`config.mk`:
```
export PLATFORM = sky130hd
export DESIGN_NAME = f_backtrace
export DESIGN_NICKNAME = d
export VERILOG_FILES = /design/src/rtl/formant_pkg.sv /design/src/rtl/f_backtrace.sv
export SDC_FILE = /design/constraint.sdc
export NUM_CORES = 1
export LEC_CHECK = 0
export BUFFER_PORTS_ARGS = -buffer_cell sky130_fd_sc_hd__buf_2
export CORE_MARGIN = 10
export CORE_UTILIZATION = 45
export CTS_CLUSTER_DIAMETER = 100
export DETAILED_ROUTE_END_ITERATION = 6
export PLACE_DENSITY = 0.7
export SLEW_MARGIN = 20
export SYNTH_ARGS = -nofsm -noshare
export SYNTH_HDL_FRONTEND = slang
export SYNTH_SLANG_ARGS = --single-unit
export TNS_END_PERCENT = 100
```
`constraint.sdc`:
```
create_clock -name clk_in -period 4.1 [get_ports clk_in]
set_input_delay 0.205 -clock clk_in [delete_from_list [all_inputs] [get_ports clk_in]]
set_output_delay 0.205 -clock clk_in [all_outputs]
set_load 0.05 [all_outputs]
```
`src/rtl/formant_pkg.sv`:
```
// Shared types and sizing for the formant traceback stage.
package formant_pkg;

  // Traceback controller states
  typedef enum logic [2:0] {
    IDLE  = 3'd0,
    REQ   = 3'd1,
    WAIT  = 3'd2,
    CHECK = 3'd3,
    EMIT  = 3'd4,
    DONE  = 3'd5
  } state_t;

  // Default sizing for I=160 frames, FORMANTS=5
  localparam int IDX_W = $clog2(160) + 1;  // signed frame index incl. -1
  localparam int K_W   = $clog2(5);        // formant number 1..FORMANTS

  // One emitted segment; fields wide enough for any sensible parameter set
  typedef struct packed {
    logic [15:0] k;
    logic [15:0] s_frame;
    logic [15:0] e_frame;
  } seg_t;

endpackage

```
`src/rtl/f_backtrace.sv`:
```
// Walks the back-pointer table B(k,i) from the last formant / last frame
// down to formant 1 and emits one (k, start, end) segment per formant.
module f_backtrace
  import formant_pkg::*;
#(
  parameter int BIT_WIDTH    = 32,
  parameter int I            = 160,
  parameter int FORMANTS     = 5,
  parameter int READ_LATENCY = 2
) (
  input  logic                        clk_in,
  input  logic                        rst_in,
  input  logic                        start,
  input  logic [$clog2(I)-1:0]        i_last,
  output logic                        rd_en,
  output logic [$clog2(FORMANTS)-1:0] k_rd,
  output logic [$clog2(I)-1:0]        i_rd,
  input  logic [BIT_WIDTH-1:0]        b_rd_data,
  output logic                        seg_valid,
  input  logic                        seg_ready,
  output logic [$clog2(FORMANTS)-1:0] seg_k,
  output logic [$clog2(I)-1:0]        seg_start,
  output logic [$clog2(I)-1:0]        seg_end,
  output logic                        busy,
  output logic                        done,
  output logic                        err
);

  localparam int FW = $clog2(I);
  localparam int IW = FW + 1;
  localparam int KW = $clog2(FORMANTS);
  localparam int CW = (READ_LATENCY > 1) ? $clog2(READ_LATENCY) : 1;

  localparam logic signed [IW-1:0] K1   = 1;
  localparam logic signed [IW:0]   ONE  = 1;
  localparam logic signed [IW:0]   TWO  = 2;
  localparam logic signed [IW:0]   NEG1 = -1;

  state_t               r_state, w_next;
  logic signed [IW-1:0] r_i, r_k, r_b;
  logic [CW-1:0]        r_cnt;
  seg_t                 r_seg;
  logic                 r_err;

  logic signed [IW-1:0] w_b, w_kinit;
  logic [IW-1:0]        w_ilast_p1;
  logic signed [IW:0]   w_bx, w_kx, w_ix, w_lo, w_hi;
  logic                 w_ok;
  logic                 w_unused;

  // Pointer decode: b is the sign-extended low IDX bits of the read word
  assign w_b        = signed'(b_rd_data[IW-1:0]);
  assign w_ilast_p1 = {1'b0, i_last} + IW'(1);
  assign w_kinit    = (w_ilast_p1 > IW'(FORMANTS)) ? IW'(FORMANTS) : w_ilast_p1;

  // A pointer is legal when k-2 <= b <= i-1; formant 1 must point to -1
  assign w_bx = r_b;
  assign w_kx = r_k;
  assign w_ix = r_i;
  assign w_lo = w_kx - TWO;
  assign w_hi = w_ix - ONE;
  assign w_ok = (w_bx >= w_lo) && (w_bx <= w_hi) && ((r_k != K1) || (w_bx == NEG1));

  // State register
  always_ff @(posedge clk_in or negedge rst_in) begin
    if (!rst_in) r_state <= IDLE;
    else         r_state <= w_next;
  end

  // Next-state logic
  always_comb begin
    w_next = r_state;
    case (r_state)
      IDLE:    if (start) w_next = REQ;
      REQ:     w_next = WAIT;
      WAIT:    if (r_cnt == '0) w_next = CHECK;
      CHECK:   w_next = w_ok ? EMIT : DONE;
      EMIT:    if (seg_ready) w_next = (r_k == K1) ? DONE : REQ;
      DONE:    w_next = IDLE;
      default: w_next = IDLE;
    endcase
  end

  // Walk registers: current formant/frame, captured pointer, latency count, segment
  always_ff @(posedge clk_in or negedge rst_in) begin
    if (!rst_in) begin
      r_i   <= '0;
      r_k   <= '0;
      r_b   <= '0;
      r_cnt <= '0;
      r_seg <= '0;
      r_err <= 1'b0;
    end else begin
      case (r_state)
        IDLE: if (start) begin
          r_i   <= signed'({1'b0, i_last});
          r_k   <= w_kinit;
          r_err <= 1'b0;
        end
        REQ:  r_cnt <= CW'(READ_LATENCY - 1);
        WAIT: begin
          if (r_cnt == '0) r_b <= w_b;
          else             r_cnt <= r_cnt - CW'(1);
        end
        CHECK: begin
          if (!w_ok) r_err <= 1'b1;
          else       r_seg <= '{k: 16'(r_k), s_frame: 16'(r_b + K1), e_frame: 16'(r_i)};
        end
        EMIT: if (seg_ready && (r_k != K1)) begin
          r_i <= r_b;
          r_k <= r_k - K1;
        end
        default: ;
      endcase
    end
  end

  assign rd_en     = (r_state == REQ);
  assign k_rd      = rd_en ? r_k[KW-1:0] : '0;
  assign i_rd      = rd_en ? r_i[FW-1:0] : '0;
  assign seg_valid = (r_state == EMIT);
  assign seg_k     = r_seg.k[KW-1:0];
  assign seg_start = r_seg.s_frame[FW-1:0];
  assign seg_end   = r_seg.e_frame[FW-1:0];
  assign busy      = (r_state != IDLE);
  assign done      = (r_state == DONE);
  assign err       = r_err;

  assign w_unused = ^{b_rd_data[BIT_WIDTH-1:IW], r_seg.k[15:KW],
                      r_seg.s_frame[15:FW], r_seg.e_frame[15:FW]};

endmodule

```
==> impl_metrics.csv <==
group,metric,value,unit
run_status,status,"finished, final reports clean",
clocking,post-cts-setup-buffers,0,
worst_setup_path,path_class,"flop to flop",
global_route,grt_pass1_wl,13410,um
worst_setup_path,required,4.29,ns
clocking,cts-resized-gates,0,
pwr,p_clk_share,9.1,%
detailed_routing,dr.first_iter.drc_count,121,
worst_setup_path,slowest_stage,"nor4_4",
worst_setup_path,worstPathCellList,"inv_1 -> ha_1 -> nand2_1 -> nor3_1 -> a21oi_1 -> ha_1 -> nand4_1 -> nor3b_1 -> nor3_1 -> nor4_4 -> buf_12 -> mux2_2",
synth,avgSynthCellArea,9.957,um^2
finish,final_cells,485,
synth,synthArstFlopShare,100.0,%
floorplanning,die_w,105.5,um
worst_setup_path,r2r_end,"seg_end[6]",
sta,tightest_slew,0.9271,ns
detailed_routing,wl_per_cell,16.52,um
global_route,grt_start_max_net_pins,52,
worst_setup_path,crit_buf_inv,2,
pwr,ir_worst_vdd,0.5296,mV
clocking,cts_max_level,2,
sta,finalWorstSetupSlack,0.6816,ns
floorplanning,die_h,105.5,um
pwr,powerDensity,937.3,mW/mm^2
synth,syn_area,0.003286,mm^2
clocking,cts_tree,"built",
detailed_routing,drt-pass1-iter-count,4,
clocking,clk_pin_slew_worst_paths,0.09,ns
floorplanning,rows,31,
clocking,cts_hold_buf,0,
detailed_routing,drc,0,
pwr,p_sw_share,52.19,%
pwr,p_int,1.687,mW
floorplanning,core_area,0.007176,mm^2
finish,final_nets,456,
finish,diodes,0,
pwr,power.switching,1.842,mW
placement,place_hpwl,6230,um
synth,syn_inst,330,
detailed_routing,wirelength,8014,um
sta,slew_headroom,38.18,%
synth,synth_cell_type_count,52,
min_path,hp-class,"primary input to async pin",
synth,synth_flop_cell,"dfrtp_1",
worst_setup_path,startpoint_type,"flop",
floorplanning,initial_utilization,45.79,%
worst_setup_path,cpPeakStageDelay,0.53,ns
floorplanning,dieArea,0.01112,mm^2
pwr,comb_power_share,60.9,%
sta,rsz0062_at_grt,"no",
detailed_routing,ant_nets,0,
finish,layout-drive-gt1-share,26.17,%
flow_run,max-cap-violations,0,
global_route,grt_pass1_vias,2628,
sta,period_needed,3.418,ns
sta,setup-tns-final,0,ns
detailed_routing,vias_per_cell,5.410,
placement,place_ws,0.7201,ns
global_route,grtUsageTotal,14.64,%
worst_setup_path,arrival,3.61,ns
worst_setup_path,worst-path-max-fanout,16,
placement,io_buffer_count,55,
sta,fin_crit_sh,83.38,%
sta,fmax,0.2925,GHz
sta,skew,0.007481,ns
synth,synth_seq_cells,51,
worst_setup_path,worstSetupEndpointType,"flop",
detailed_routing,via_count,2624,
pwr,p_total,3.529,mW
clocking,clock_sinks,51,
finish,fillers,658,
pwr,leakagePower,1.770,nW
finish,final_cell_mix,"buf_2, dfrtp_1, nand2_1",
worst_setup_path,cpLargestDelayFamily,"simple AND/OR/NAND/NOR gates",
synth,synth_edf_count,0,
global_route,grt-ovfl-total,0,
sta,drv_slew,0,
clocking,clk_path_buf_depth,2,
global_route,antenna_found_initial,0,
placement,gp_congestion,0.9180,
worst_setup_path,r2r-start,"r_k[1]",
sta,whs,0.005456,ns
pwr,seqPwrFrac,29.9,%
synth,ys_warn_count,0,
clocking,numCtsBuffers,5,
sta,hold_viol,0,
sta,finalSetupViolations,0,
placement,dp.cells,477,
clocking,cts-root-buf,"clkbuf_8",
worst_setup_path,reg2reg_depth,12,
finish,mostFrequentLayoutCell,"buf_2",
floorplanning,io_pins,79,
synth,synth-seq-area-share,38.84,%
finish,area_growth_syn_to_layout,14.58,%
clocking,clock_latency,0.30,ns
worst_setup_path,r2r_slack,0.68,ns
synth,syn_nets,401,
[flip-flops by register name, indices dropped and copies added, names as in the netlist]
name,count
r_state,3
r_i,9
seg_k,3
err,1
r_cnt,1
seg_start,8
seg_end,8
r_b,9
r_k,9
[Yosys cell counts, drive strengths merged, types with 4 or more instances]
| cell type | instances | area [um^2] |
|---|---|---|
| and2 | 6 | 37.54 |
| xor2 | 8 | 70.07 |
| nor4 | 9 | 77.57 |
| xnor2 | 19 | 166.4 |
| nand3 | 6 | 30.03 |
| nor3b | 4 | 35.03 |
| nand2b | 4 | 25.02 |
| dfrtp | 51 | 1276 |
| o211ai | 4 | 30.03 |
| o21ai | 20 | 107.6 |
| nand4 | 6 | 37.54 |
| buf | 4 | 31.27 |
| nor2 | 21 | 81.33 |
| mux2i | 6 | 60.06 |
| nor3 | 13 | 70.07 |
| clkbuf | 5 | 20.01 |
| mux2 | 27 | 341.6 |
| a21oi | 13 | 65.06 |
| ha | 27 | 337.8 |
| inv | 16 | 60.06 |
| nand2 | 34 | 127.6 |
[kinds of logic (layout without fill, tap and decap cells)]
kind of cell	after synthesis	after routing	share of synthesized area, %
AOI/OAI and AO/OA	54	54	10.32
xor gates and xnor gates	27	27	7.197
adders and majority gates	28	28	10.59
buffers and inverters	27	83	3.617
DFF	51	51	38.84
muxes	33	33	12.22
and+or+nand+nor	110	110	17.21
[worst max-delay path by stage]
stage	start	endpoint	slack [ns]	depth (start not counted)
after floorplan	r_k[1]	seg_end[7]	1.06	12
after global placement	r_k[1]	seg_end[1]	0.79	12
after detailed placement	r_k[1]	seg_end[6]	0.72	12
after CTS	r_k[1]	seg_end[6]	0.70	12
after global routing	r_k[1]	seg_end[6]	0.38	12
final	r_k[1]	seg_end[6]	0.68	12
[area by class of cell]
cell class                 instances  area, um^2  share of cell area (%)
inverter                          18       67.56                   1.795
timing repair buffer              57       302.8                   8.043
multi-input combinational        252        1891                   50.22
tap                               99       123.9                   3.290
sequential                        51        1276                   33.90
clock buffer                       7       96.34                   2.559
clock inverter                     1       7.507                  0.1994
[stage by stage]
stage | util, % | cell area (um^2)
floorplan | - | 3286
global placement | 51.02 | 3661
detailed placement | 51.02 | 3661
CTS | 52.47 | 3765
global route | 52.47 | 3765
finish | 52.47 | 3765
[per-layer routing]
layer  track usage (%)  up-vias  wire [um]
met4             4.216        0         53
li1                  -     1283          -
met1             18.71     1263       3561
met5                 0        -          0
met2             23.82       72       3857
met3             3.776        6        541
[power groups by stage]
stage	combinational, mW	clock, mW	sequential, mW
2_1_floorplan	1.43	0	1.25
3_3_place_gp	2.07	0	1.06
3_5_place_dp	2.15	0	1.06
4_1_cts	2.16	0.329	1.05
5_1_grt	2.36	0.352	1.10
6_report	2.15	0.322	1.06
No activity file was read; power rests on OpenSTA's default activity.
